==> src/rtl/rv_enc_pkg.sv <==
// rtl/rv_enc_pkg.sv - format codes, RV32I opcodes and descriptor type for the instruction encoder
package rv_enc_pkg;

  localparam logic [2:0] FMT_R = 3'd0;
  localparam logic [2:0] FMT_I = 3'd1;
  localparam logic [2:0] FMT_S = 3'd2;
  localparam logic [2:0] FMT_B = 3'd3;
  localparam logic [2:0] FMT_U = 3'd4;
  localparam logic [2:0] FMT_J = 3'd5;

  localparam logic [6:0] OPC_OP     = 7'h33;
  localparam logic [6:0] OPC_OP_IMM = 7'h13;
  localparam logic [6:0] OPC_LOAD   = 7'h03;
  localparam logic [6:0] OPC_STORE  = 7'h23;
  localparam logic [6:0] OPC_BRANCH = 7'h63;
  localparam logic [6:0] OPC_JAL    = 7'h6F;
  localparam logic [6:0] OPC_JALR   = 7'h67;
  localparam logic [6:0] OPC_LUI    = 7'h37;
  localparam logic [6:0] OPC_AUIPC  = 7'h17;

  typedef struct packed {
    logic [2:0]  fmt;
    logic [6:0]  opcode;
    logic [2:0]  f3;
    logic [6:0]  f7;
    logic [4:0]  rd;
    logic [4:0]  rs1;
    logic [4:0]  rs2;
    logic [31:0] imm;
  } enc_desc_t;

endpackage

==> src/rtl/rv_enc_fifo2.sv <==
// rtl/rv_enc_fifo2.sv - 2-entry in-order FIFO with synchronous clear
module rv_enc_fifo2 #(
  parameter int WIDTH = 32
) (
  input  logic             clk,
  input  logic             rst_n,
  input  logic             clear,
  input  logic             push,
  input  logic [WIDTH-1:0] push_data,
  input  logic             pop,
  output logic             valid,
  output logic             full,
  output logic [WIDTH-1:0] head
);

  logic [WIDTH-1:0] mem0;
  logic [WIDTH-1:0] mem1;
  logic             rd_ptr;
  logic             wr_ptr;
  logic [1:0]       count;

  // Caller guarantees push only when !full and pop only when valid.
  always_ff @(posedge clk or negedge rst_n) begin
    if (!rst_n) begin
      mem0   <= '0;
      mem1   <= '0;
      rd_ptr <= 1'b0;
      wr_ptr <= 1'b0;
      count  <= 2'd0;
    end else if (clear) begin
      rd_ptr <= 1'b0;
      wr_ptr <= 1'b0;
      count  <= 2'd0;
    end else begin
      if (push) begin
        if (wr_ptr) mem1 <= push_data;
        else        mem0 <= push_data;
        wr_ptr <= ~wr_ptr;
      end
      if (pop) rd_ptr <= ~rd_ptr;
      count <= count + {1'b0, push} - {1'b0, pop};
    end
  end

  assign valid = (count != 2'd0);
  assign full  = (count == 2'd2);
  assign head  = rd_ptr ? mem1 : mem0;

endmodule

==> src/rtl/rv_instr_encoder.sv <==
// rtl/rv_instr_encoder.sv - streaming RV32I descriptor-to-word encoder with address tagging
// Optional descriptor legality checking enabled by defining ENC_ILLEGAL_CHECK_EN.
module rv_instr_encoder
  import rv_enc_pkg::*;
#(
  parameter int               ADDR_W    = 32,
  parameter logic [ADDR_W-1:0] BASE_ADDR = '0
) (
  input  logic              clk,
  input  logic              rst_n,
  input  logic              clear,
  input  logic              in_valid,
  output logic              in_ready,
  input  logic [2:0]        in_fmt,
  input  logic [6:0]        in_opcode,
  input  logic [2:0]        in_f3,
  input  logic [6:0]        in_f7,
  input  logic [4:0]        in_rd,
  input  logic [4:0]        in_rs1,
  input  logic [4:0]        in_rs2,
  input  logic [31:0]       in_imm,
  output logic              out_valid,
  input  logic              out_ready,
  output logic [31:0]       out_instr,
  output logic [ADDR_W-1:0] out_addr,
  output logic              err
);

  enc_desc_t   desc;
  logic [31:0] word;
  logic        full;
  logic        accept;
  logic        illegal;
  logic        push;
  logic        pop;

  assign desc = '{fmt: in_fmt, opcode: in_opcode, f3: in_f3, f7: in_f7,
                  rd: in_rd, rs1: in_rs1, rs2: in_rs2, imm: in_imm};

  always_comb begin
    word = {desc.f7, desc.rs2, desc.rs1, desc.f3, desc.rd, desc.opcode};
    case (desc.fmt)
      FMT_I: word = {desc.imm[11:0], desc.rs1, desc.f3, desc.rd, desc.opcode};
      FMT_S: word = {desc.imm[11:5], desc.rs2, desc.rs1, desc.f3, desc.imm[4:0], desc.opcode};
      FMT_B: word = {desc.imm[12], desc.imm[10:5], desc.rs2, desc.rs1, desc.f3,
                     desc.imm[4:1], desc.imm[11], desc.opcode};
      FMT_U: word = {desc.imm[31:12], desc.rd, desc.opcode};
      FMT_J: word = {desc.imm[20], desc.imm[10:1], desc.imm[11], desc.imm[19:12],
                     desc.rd, desc.opcode};
      default: ;  // R, and unassigned codes fall back to R packing
    endcase
  end

`ifdef ENC_ILLEGAL_CHECK_EN
  logic signed [31:0] imm_s;
  logic               err_q;

  assign imm_s = $signed(desc.imm);

  always_comb begin
    illegal = 1'b0;
    case (desc.fmt)
      FMT_R:        illegal = 1'b0;
      FMT_I, FMT_S: illegal = (imm_s < -2048) || (imm_s > 2047);
      FMT_B:        illegal = (imm_s < -4096) || (imm_s > 4094) || desc.imm[0];
      FMT_U:        illegal = (desc.imm[11:0] != 12'd0);
      FMT_J:        illegal = (imm_s < -1048576) || (imm_s > 1048574) || desc.imm[0];
      default:      illegal = 1'b1;
    endcase
  end

  always_ff @(posedge clk or negedge rst_n) begin
    if (!rst_n) err_q <= 1'b0;
    else        err_q <= accept & illegal & ~clear;
  end

  assign err = err_q;
`else
  assign illegal = 1'b0;
  assign err     = 1'b0;
`endif

  assign in_ready = ~full;
  assign accept   = in_valid & in_ready;
  assign push     = accept & ~illegal & ~clear;
  assign pop      = out_valid & out_ready & ~clear;

  rv_enc_fifo2 #(.WIDTH(32)) u_fifo (
    .clk       (clk),
    .rst_n     (rst_n),
    .clear     (clear),
    .push      (push),
    .push_data (word),
    .pop       (pop),
    .valid     (out_valid),
    .full      (full),
    .head      (out_instr)
  );

  // Address tracks the head word, so it only moves on output handshakes.
  always_ff @(posedge clk or negedge rst_n) begin
    if (!rst_n)     out_addr <= BASE_ADDR;
    else if (clear) out_addr <= BASE_ADDR;
    else if (pop)   out_addr <= out_addr + ADDR_W'(4);
  end

endmodule
==> config.mk <==
export PLATFORM = sky130hd
export DESIGN_NAME = rv_instr_encoder
export DESIGN_NICKNAME = d
export VERILOG_FILES = /design/src/rtl/rv_enc_pkg.sv /design/src/rtl/rv_enc_fifo2.sv /design/src/rtl/rv_instr_encoder.sv
export SDC_FILE = /design/constraint.sdc
export NUM_CORES = 1
export LEC_CHECK = 0
export BUFFER_PORTS_ARGS = -buffer_cell sky130_fd_sc_hd__buf_2
export CORE_MARGIN = 2
export CORE_UTILIZATION = 30
export DETAILED_ROUTE_END_ITERATION = 10
export GPL_ROUTABILITY_DRIVEN = 1
export PLACE_DENSITY_LB_ADDON = 0.25
export SYNTH_ARGS = -nofsm -noshare
export SYNTH_HDL_FRONTEND = slang
export SYNTH_SLANG_ARGS = --single-unit
export TNS_END_PERCENT = 50
==> constraint.sdc <==
create_clock -name clk -period 2.82 [get_ports clk]
set_clock_uncertainty 0.1 [all_clocks]
set_input_delay 0.141 -clock clk [delete_from_list [all_inputs] [get_ports clk]]
set_output_delay 0.141 -clock clk [all_outputs]
set_load 0.005 [all_outputs]
## Word-level counts from Yosys, hierarchy flattened

Index checks and enable logic that the tools add are counted.

| word-level totals | value |
|---|---|
| register bits | 100 |
| bits of input ports | 72 |
| word-level logic and storage cells | 37 |
| output and inout bits | 67 |

| cells by class | value |
|---|---|
| equal/unequal tests | 6 |
| mux-type cells | 9 |
| bitwise gates (word level) | 8 |
| reductions and logical operators | 5 |
| $add $sub $neg | 3 |

Operators with widths:

| cell | count |
|---|---|
| one-hot mux 32 bit (5 select lines) | 1 |
| two-way mux 32 bit | 3 |
| adder 32 x 3 -> 32 bit (second input constant) | 1 |
| == test 3 x 2 -> 1 bit (second input constant) | 2 |
| == test 3 bit (second input constant) | 2 |
| AND reduction 3 bit | 2 |
| nonzero test 2 bit | 3 |
| AND 1 bit | 4 |
| two-way mux 1 bit | 4 |
| NOT 1 bit | 4 |
| == test 3 x 1 -> 1 bit (second input constant) | 1 |
| adder 2 x 1 -> 2 bit | 1 |
| == test 2 bit (second input constant) | 1 |
| two-way mux 2 bit | 1 |
| subtractor 2 x 1 -> 2 bit | 1 |

## Logic depth before layout (Yosys ltp)

Gate-level depths: netlist of run 1.

| depth | value |
|---|---|
| depth in word-level cells | 7 |
| mapped depth | 9 |
| depth with buffers taken out | 9 |

## Modules after synthesis

Synthesis of run 1 repeated with hierarchy kept, for this count alone.

| second synthesis, totals | value |
|---|---|
| cells, all modules | 463 |
| area, all modules | 5301.3 sq um |

Modules (own cells, without submodules):

| module | cells each | sequential area each (sq um) | times used | area an instance (sq um) |
|---|---|---|---|---|
| rv_enc_fifo2 | 189 | 1701.6 | 1 | 3011.6 |
| rv_instr_encoder | 274 | 750.7 | 1 | 2289.7 |

## Least setup slack after synthesis of run 1

No wires, ideal clock.

| timing | value |
|---|---|
| path kind | reg2reg |
| start point | register out_addr[2] |
| end point | register out_addr[30] |
| slack | 0.708 ns |
| data required time | 2.592 ns |
| clock period less this slack | 2.112 ns |
| cell stages (with the launch flop) | 7 |
| setup time | 0.128 ns |
| buffers on the path | 1 |
| arrival time | 1.885 ns |
| cell sequence | dfrtp_1 > ha_1 > o211ai_2 > or4_4 > buf_2 > nor3_1 > mux2_1 |

| between the ends | value |
|---|---|
| word-level cells in the longest chain between the ends | 3 |

RTL lines:

| what | RTL line | RTL |
|---|---|---|
| start, declared | rv_instr_encoder.sv:25 | `output logic [ADDR_W-1:0] out_addr,` |
| start signal, assigned | rv_instr_encoder.sv:104 | `else if (pop) out_addr <= out_addr + ADDR_W'(4);` |
| adder 32 x 3 -> 32 bit | rv_instr_encoder.sv:104 |  |
| two-way mux 32 bit | rv_instr_encoder.sv:104 |  |
| two-way mux 32 bit | rv_instr_encoder.sv:103 | `else if (clear) out_addr <= BASE_ADDR;` |

Every way passes these cells. The select of a mux whose other input is x is not followed.
A chain may end at the register's enable or synchronous reset.

## Worst setup path after layout of run 1

| timing | value |
|---|---|
| start point | register u_fifo.count[1] |
| end point | register out_addr[23] |

| between the ends | value |
|---|---|
| word-level cells in the longest chain between the ends | 4 |

RTL lines:

| what | RTL line | RTL |
|---|---|---|
| start, declared | rv_enc_fifo2.sv:20 | `logic [1:0] count;` |
| start signal, assigned | rv_enc_fifo2.sv:41 | `count <= count + {1'b0, push} - {1'b0, pop};` |
| nonzero test 2 bit | rv_enc_fifo2.sv:45 | `assign valid = (count != 2'd0);` |
| AND 1 bit (2 in a row) | rv_instr_encoder.sv:86 | `assign pop = out_valid & out_ready & ~clear;` |
| nonzero test 2 bit (no source line) | -- |  |

Every way passes these cells.

==> results of run 1 <==
[state kept, by name, indices dropped and copies added, names as in the netlist]
register       flops
out_addr          30
u_fifo.count       2
u_fifo.mem1       32
u_fifo.rd_ptr      1
u_fifo.wr_ptr      1
u_fifo.mem0       32
[power by group]
part | internal [mW] | switching (mW) | leakage [nW]
Combinational | 0.723 | 0.538 | 1.60
Clock | 0.704 | 0.562 | 0.153
Sequential | 1.82 | 0.254 | 1.24
Total | 3.25 | 1.35 | 3.00
[metal layers]
layer,GRT usage,part of all wire,wire [um],up-vias
li1,-,-,-,1996
met1,0.1854,0.45,5936,2004
met2,0.2468,0.49,6488,102
met3,0.03191,0.039,510,17
met4,0.06829,0.022,285,0
met5,0,0,0,-
[final timing paths]
path / from / endpoint / slack [ns] / cells after the start
min in group asynchronous: rst_n / out_addr[9] / 0.31 / 2
min reg2reg: u_fifo.mem0[20] / u_fifo.mem0[20] / 0.38 / 2
max: u_fifo.count[1] / out_addr[23] / 0.55 / 4
max in group asynchronous: rst_n / u_fifo.mem1[25] / 1.56 / 3
max reg2reg: u_fifo.count[1] / out_addr[23] / 0.55 / 4
min: in_imm[12] / u_fifo.mem1[12] / 0.01 / 3
[synthesized netlist by cell type, types with 4 or more instances]
| master | count |
|---|---|
| a21oi_1 | 20 |
| a22oi_1 | 5 |
| buf_2 | 7 |
| buf_4 | 5 |
| clkbuf_1 | 20 |
| dfrtp_1 | 98 |
| inv_1 | 10 |
| mux2_1 | 4 |
| mux2_2 | 71 |
| mux2i_1 | 27 |
| nand2_1 | 52 |
| nand3_1 | 7 |
| nor2_1 | 22 |
| nor2b_1 | 13 |
| nor3_1 | 7 |
| nor4_1 | 5 |
| o21a_1 | 7 |
| o21ai_0 | 49 |
| o31ai_1 | 6 |
| or3_1 | 10 |
| or4_1 | 7 |
| xnor2_1 | 9 |
| xor2_1 | 4 |
[area by class of cell]
| type | instances | area share |
|---|---|---|
| clock buffer | 9 | 0.03490 |
| clock inverter | 7 | 0.01260 |
| sequential | 98 | 0.3803 |
| tap | 220 | 0.04266 |
| timing repair buffer | 153 | 0.1330 |
| inverter | 10 | 0.005817 |
| multi-input combinational | 350 | 0.3907 |
[metrics by stage]
step	setup WS, ns	utilization	area [um^2]	hold slack (ns)
after detailed placement	0.6294	0.3602	6016	0.1915
after global routing	0.4887	0.3864	6452	0.02476
after floorplan	0.7076	-	5161	-0.2546
final	0.5470	0.3864	6452	0.01342
after CTS	0.6053	0.3864	6452	0.002268
after global placement	0.7138	0.3602	6016	0.1811
[critical path, stage by stage (launching register included)]
cell and delay (ns):
dfrtp_1 0.45, o2111ai_1 0.29, or3_1 0.62, nor4_1 0.32, mux2_2 0.38
[logic make-up (layout without fill, tap and decap cells)]
logic type	count (synthesis)	in the layout	synth area share
fa+ha+maj	3	3	0.007284
compound gates	89	89	0.09736
buf+inv	44	179	0.03739
simple gates	139	139	0.1386
other cells	1	3	0.0007276
mux	103	103	0.2207
flops	98	98	0.4758
xor+xnor	13	13	0.02209
[repair_timing]
action,in CTS,in global routing
endpoints found under the hold margin,80,0
hold buffers,13,0
setup buffers,0,0
==> flow_summary_export.csv, run 1 <==
group,metric,value,unit
status,status,"complete, no violations",
placed_design,dp.cells,818,
timing,setup_violations,0,
clocking,cts_root_buf,"clkbuf_16",
yosys,yosysWarnings,0,
power,ir_worst_vdd,0.3006,mV
floorplan,die_w,135.1,um
yosys,synthArstFlopShare,1.000,
grt,grt_pass1_vias,4142,
cells_and_area,fin_cells,847,
cells_and_area,antennaDiodeCount,0,
cells_and_area,drive_gt1_frac,0.3796,
cells_and_area,layout_commonest_cell,"buf_2",
cells_and_area,seqCellArea,0.002454,mm^2
timing,rsz0062_at_grt,"no",
floorplan,start_util,0.3086,
yosys,synth_cell_types,40,
placed_design,io_buffer_count,135,
routing,vias,4119,
power,total_power,4.602,mW
floorplan,die-area,0.01824,mm^2
critical_path,worstPathRequired,2.96,ns
timing,slew_viol_final,0,
routing,via_per_inst,4.863,
routing,drt_pass1_iterations,4,
yosys,synth_ff_type,"dfrtp_1",
timing,setup_tns,0,ns
critical_path,crit_path_end_kind,"flop",
placed_design,hpwl,9423,um
critical_path,worstPathArrival,2.41,ns
timing,fin_crit,2.273,ns
cells_and_area,final_cell_mix,"134 x buf_2, 97 x dfrtp_1, 71 x mux2_2",
grt,antenna_found_initial,0,
cells_and_area,fillers,1725,
routing,ant_nets,0,
job,drv_cap,0,
critical_path,critPathLaunchType,"flop",
cells_and_area,area_growth,25.20,%
power,p_leak,3.000,nW
placed_design,place_congestion,0.8416,
clocking,post_cts_resize_count,0,
timing,finalHoldViolations,0,
clocking,cts_tree,"yes",
critical_path,crit_fanout,16,
clocking,h-tree-depth,3,
timing,worstMarginPinSlew,0.8946,ns
hold_path,holdCritPathClass,"in2reg",
floorplan,fp-row-count,47,
floorplan,die_h,135.1,um
yosys,synthCells,490,
yosys,netlist_area,0.005154,mm^2
grt,gr-total-overflow,0,
timing,max_freq,0.4399,GHz
timing,finalCritPeriodShare,0.8060,
floorplan,coreArea,0.01670,mm^2
clocking,cts_sinks,98,
power,powerDensity,713.2,mW/mm^2
clocking,cts_buffers,9,
timing,slew_headroom,0.4036,
grt,grt_pass1_wl,21110,um
yosys,ys_ff_latch,98,
yosys,yosysSeqAreaShare,0.4758,
yosys,synth_area_leader_cell,"dfrtp_1",
yosys,yosys-top-cells-area,"dfrtp_1 48%, mux2_2 16%, mux2i_1 5.2%",
grt,grtUsageTotal,0.1487,
grt,grt_max_degree,60,
routing,drcViolationCount,0,
yosys,postSynthAreaPerCell,10.52,um^2
floorplan,pin_count,139,
yosys,synth_edf_count,0,
clocking,clkTransAtPathRegs,0.07,ns
cells_and_area,multi_input_area,0.002521,mm^2
routing,drt-total-wl,13220,um
cells_and_area,nets,697,
routing,initialDrtViolationCount,235,
critical_path,worst-setup-path-type,"reg2reg",
clocking,clockBufferDepth,2,
routing,wl_per_cell,15.61,um
clocking,clk_latency,0.35,ns
yosys,synth_top_area_frac,0.4758,
Note: power is estimated with default switching activity, not from simulation.
==> run 2: changes to the inputs <==
clock period = 2.1 ns   (was 2.82 ns; I/O delays follow)
==> run 2 against run 1 <==
Against the previous run: critical path type unchanged; total power up 36%; sequential cell count unchanged; register-to-register slack worse by 0.48 ns.
==> flow_summary_export.csv, run 2 (same netlist as run 1, synthesis figures left out) <==
group,metric,value,unit
status,status,"complete, no violations",
hold_path,hp-start,"in_imm[1]",
grt,grt_pass1_wl,21720,um
critical_path,critPathLaunchType,"flop",
power,p_switching,1.833,mW
critical_path,crit_path_top_delay_cell,"or4_4",
cells_and_area,area_growth,32.22,%
floorplan,die_h,135.1,um
timing,rsz0062_at_grt,"yes",
power,p_comb_frac,0.293,
clocking,clk_latency,0.35,ns
cells_and_area,nets,734,
power,powerDensity,919.4,mW/mm^2
clocking,cts_root_buf,"clkbuf_16",
placed_design,hpwl,9812,um
hold_path,whs_path_depth,3,
grt,antenna_found_initial,0,
grt,grt_pass1_vias,4382,
timing,worstMarginPinSlew,0.6416,ns
routing,drt_pass1_iterations,4,
timing,slew_viol_final,0,
clocking,clkTransAtPathRegs,0.07,ns
cells_and_area,final_cell_mix,"134 x buf_2, 97 x dfrtp_1, 71 x mux2_2",
power,p_leak,3.182,nW
timing,setup_violations,0,
floorplan,pin_count,139,
cells_and_area,antennaDiodeCount,0,
timing,hold-worst-slack,0.008145,ns
critical_path,worstPathRequired,2.23,ns
placed_design,io_buffer_count,135,
cells_and_area,drive_gt1_frac,0.3946,
critical_path,worstPathArrival,2.16,ns
timing,max_freq,0.4920,GHz
critical_path,r2r_slack,0.07,ns
clocking,clockBufferDepth,2,
routing,drcViolationCount,0,
power,pwr-share-clk,0.271,
routing,drt-total-wl,13490,um
critical_path,cp_top_family,"simple AND/OR/NAND/NOR gates",
critical_path,worst-setup-path-type,"reg2reg",
hold_path,holdCritPathClass,"in2reg",
job,drv_cap,0,
timing,fin_crit,2.033,ns
critical_path,cp.buffers_inverters,0,
power,total_power,6.265,mW
routing,vias,4277,
critical_path,worstRegToRegCells,5,
critical_path,crit_fanout,13,
timing,finalHoldViolations,0,
cells_and_area,reg_top3,"u_fifo.mem0: 32 flops, u_fifo.mem1: 32 flops, out_addr: 30 flops",
cells_and_area,design_area,0.006814,mm^2
power,seqPwrFrac,0.437,
power,p_sw_frac,0.2927,
timing,finalCritPeriodShare,0.9679,
timing,slew_headroom,0.5722,
clocking,cts_sinks,98,
floorplan,die_w,135.1,um
power,ir_worst_vdd,0.4103,mV
hold_path,holdPathEnd,"u_fifo.mem1[8]",
critical_path,cpPeakStageDelay,0.60,ns
clocking,cts_tree,"yes",
routing,wl_per_cell,15.26,um
cells_and_area,layout_commonest_cell,"buf_2",
routing,ant_nets,0,
routing,initialDrtViolationCount,201,
floorplan,fp-row-count,47,
critical_path,crit_path_end_kind,"flop",
grt,gr-total-overflow,0,
floorplan,coreArea,0.01670,mm^2
placed_design,place_congestion,0.7745,
routing,via_per_inst,4.838,
critical_path,crit_chain,"ha_1 > o211ai_4 > or4_4 > nor3_1 > mux2_1",
grt,grt_max_degree,47,
critical_path,r2r-end,"out_addr[30]",
floorplan,die-area,0.01824,mm^2
power,power.internal,4.431,mW
critical_path,rr_startpoint,"out_addr[3]",
clocking,h-tree-depth,3,
grt,grtUsageTotal,0.1519,
floorplan,start_util,0.3086,
clocking,cts_buffers,9,
placed_design,place_area,0.006200,mm^2
## run 2: cell types whose count changed in the layout (fill, tap and decap cells not counted), moves of 2 or more
| cell | delta |
|---|---|
| buf_12 | +2 |
| buf_4 | +20 |
| clkinv_4 | +3 |
| dlygate4sd3_1 | +15 |
| inv_6 | -2 |
## run 2: worst register-to-register path, cell delays in order (launching register included)
cell and delay (ns):
dfrtp_1 0.38, ha_1 0.20, o211ai_4 0.08, or4_4 0.60
nor3_1 0.21, mux2_1 0.34
## run 2: through the flow
step	setup WS (ns)	std cells	utilization	TNS [ns]
6_report	0.06749	884	0.4080	0
5_1_grt	-0.01278	884	0.4080	-0.02384
4_1_cts	0.02631	882	0.4066	0
3_5_place_dp	0.03642	838	0.3712	0
3_3_place_gp	0.1058	838	0.3712	0
2_1_floorplan	0.01017	492	-	0
## run 2: layout make-up
class / count / area (um^2)
fill: 1653 / 9887
multi-input combinational: 350 / 2539
sequential: 98 / 2454
timing repair buffer: 190 / 1199
tap: 220 / 275.3
clock buffer: 9 / 225.2
clock inverter: 7 / 85.08
inverter: 10 / 37.54
## run 2: routing by layer
metal / wire length (um) / share of wire / up-vias / track usage
met5: 0 / 0 / - / 0
met4: 327 / 0.024 / 0 / 0.06250
met3: 681 / 0.050 / 19 / 0.03266
met2: 6697 / 0.50 / 109 / 0.2600
met1: 5784 / 0.43 / 2076 / 0.1860
li1: - / - / 2073 / -
## run 2: repair_timing
action | in CTS | in global routing
gates resized for setup | 0 | 2
endpoints found under the hold margin | 79 | 0
setup endpoints to repair | 0 | 9
setup buffers | 0 | 2
hold buffers | 28 | 0
## run 2: worst max-delay path by stage
stage,endpoint,from,slack [ns],cells past startpoint
floorplan,out_addr[30],out_addr[2],0.01,6
global placement,out_addr[30],out_addr[2],0.11,5
detailed placement,out_addr[30],out_addr[2],0.04,5
CTS,out_addr[30],out_addr[2],0.03,5
global route,out_addr[28],out_addr[3],-0.01,5
finish,out_addr[30],out_addr[3],0.07,5
## run 2: power groups by stage
stage	Combinational [mW]	Sequential [mW]	Clock, mW
after global placement	1.76	2.73	0
after CTS	1.86	2.74	1.76
after global routing	2.04	2.81	1.85
final	1.83	2.73	1.70
after floorplan	1.12	2.67	0
after detailed placement	1.80	2.77	0
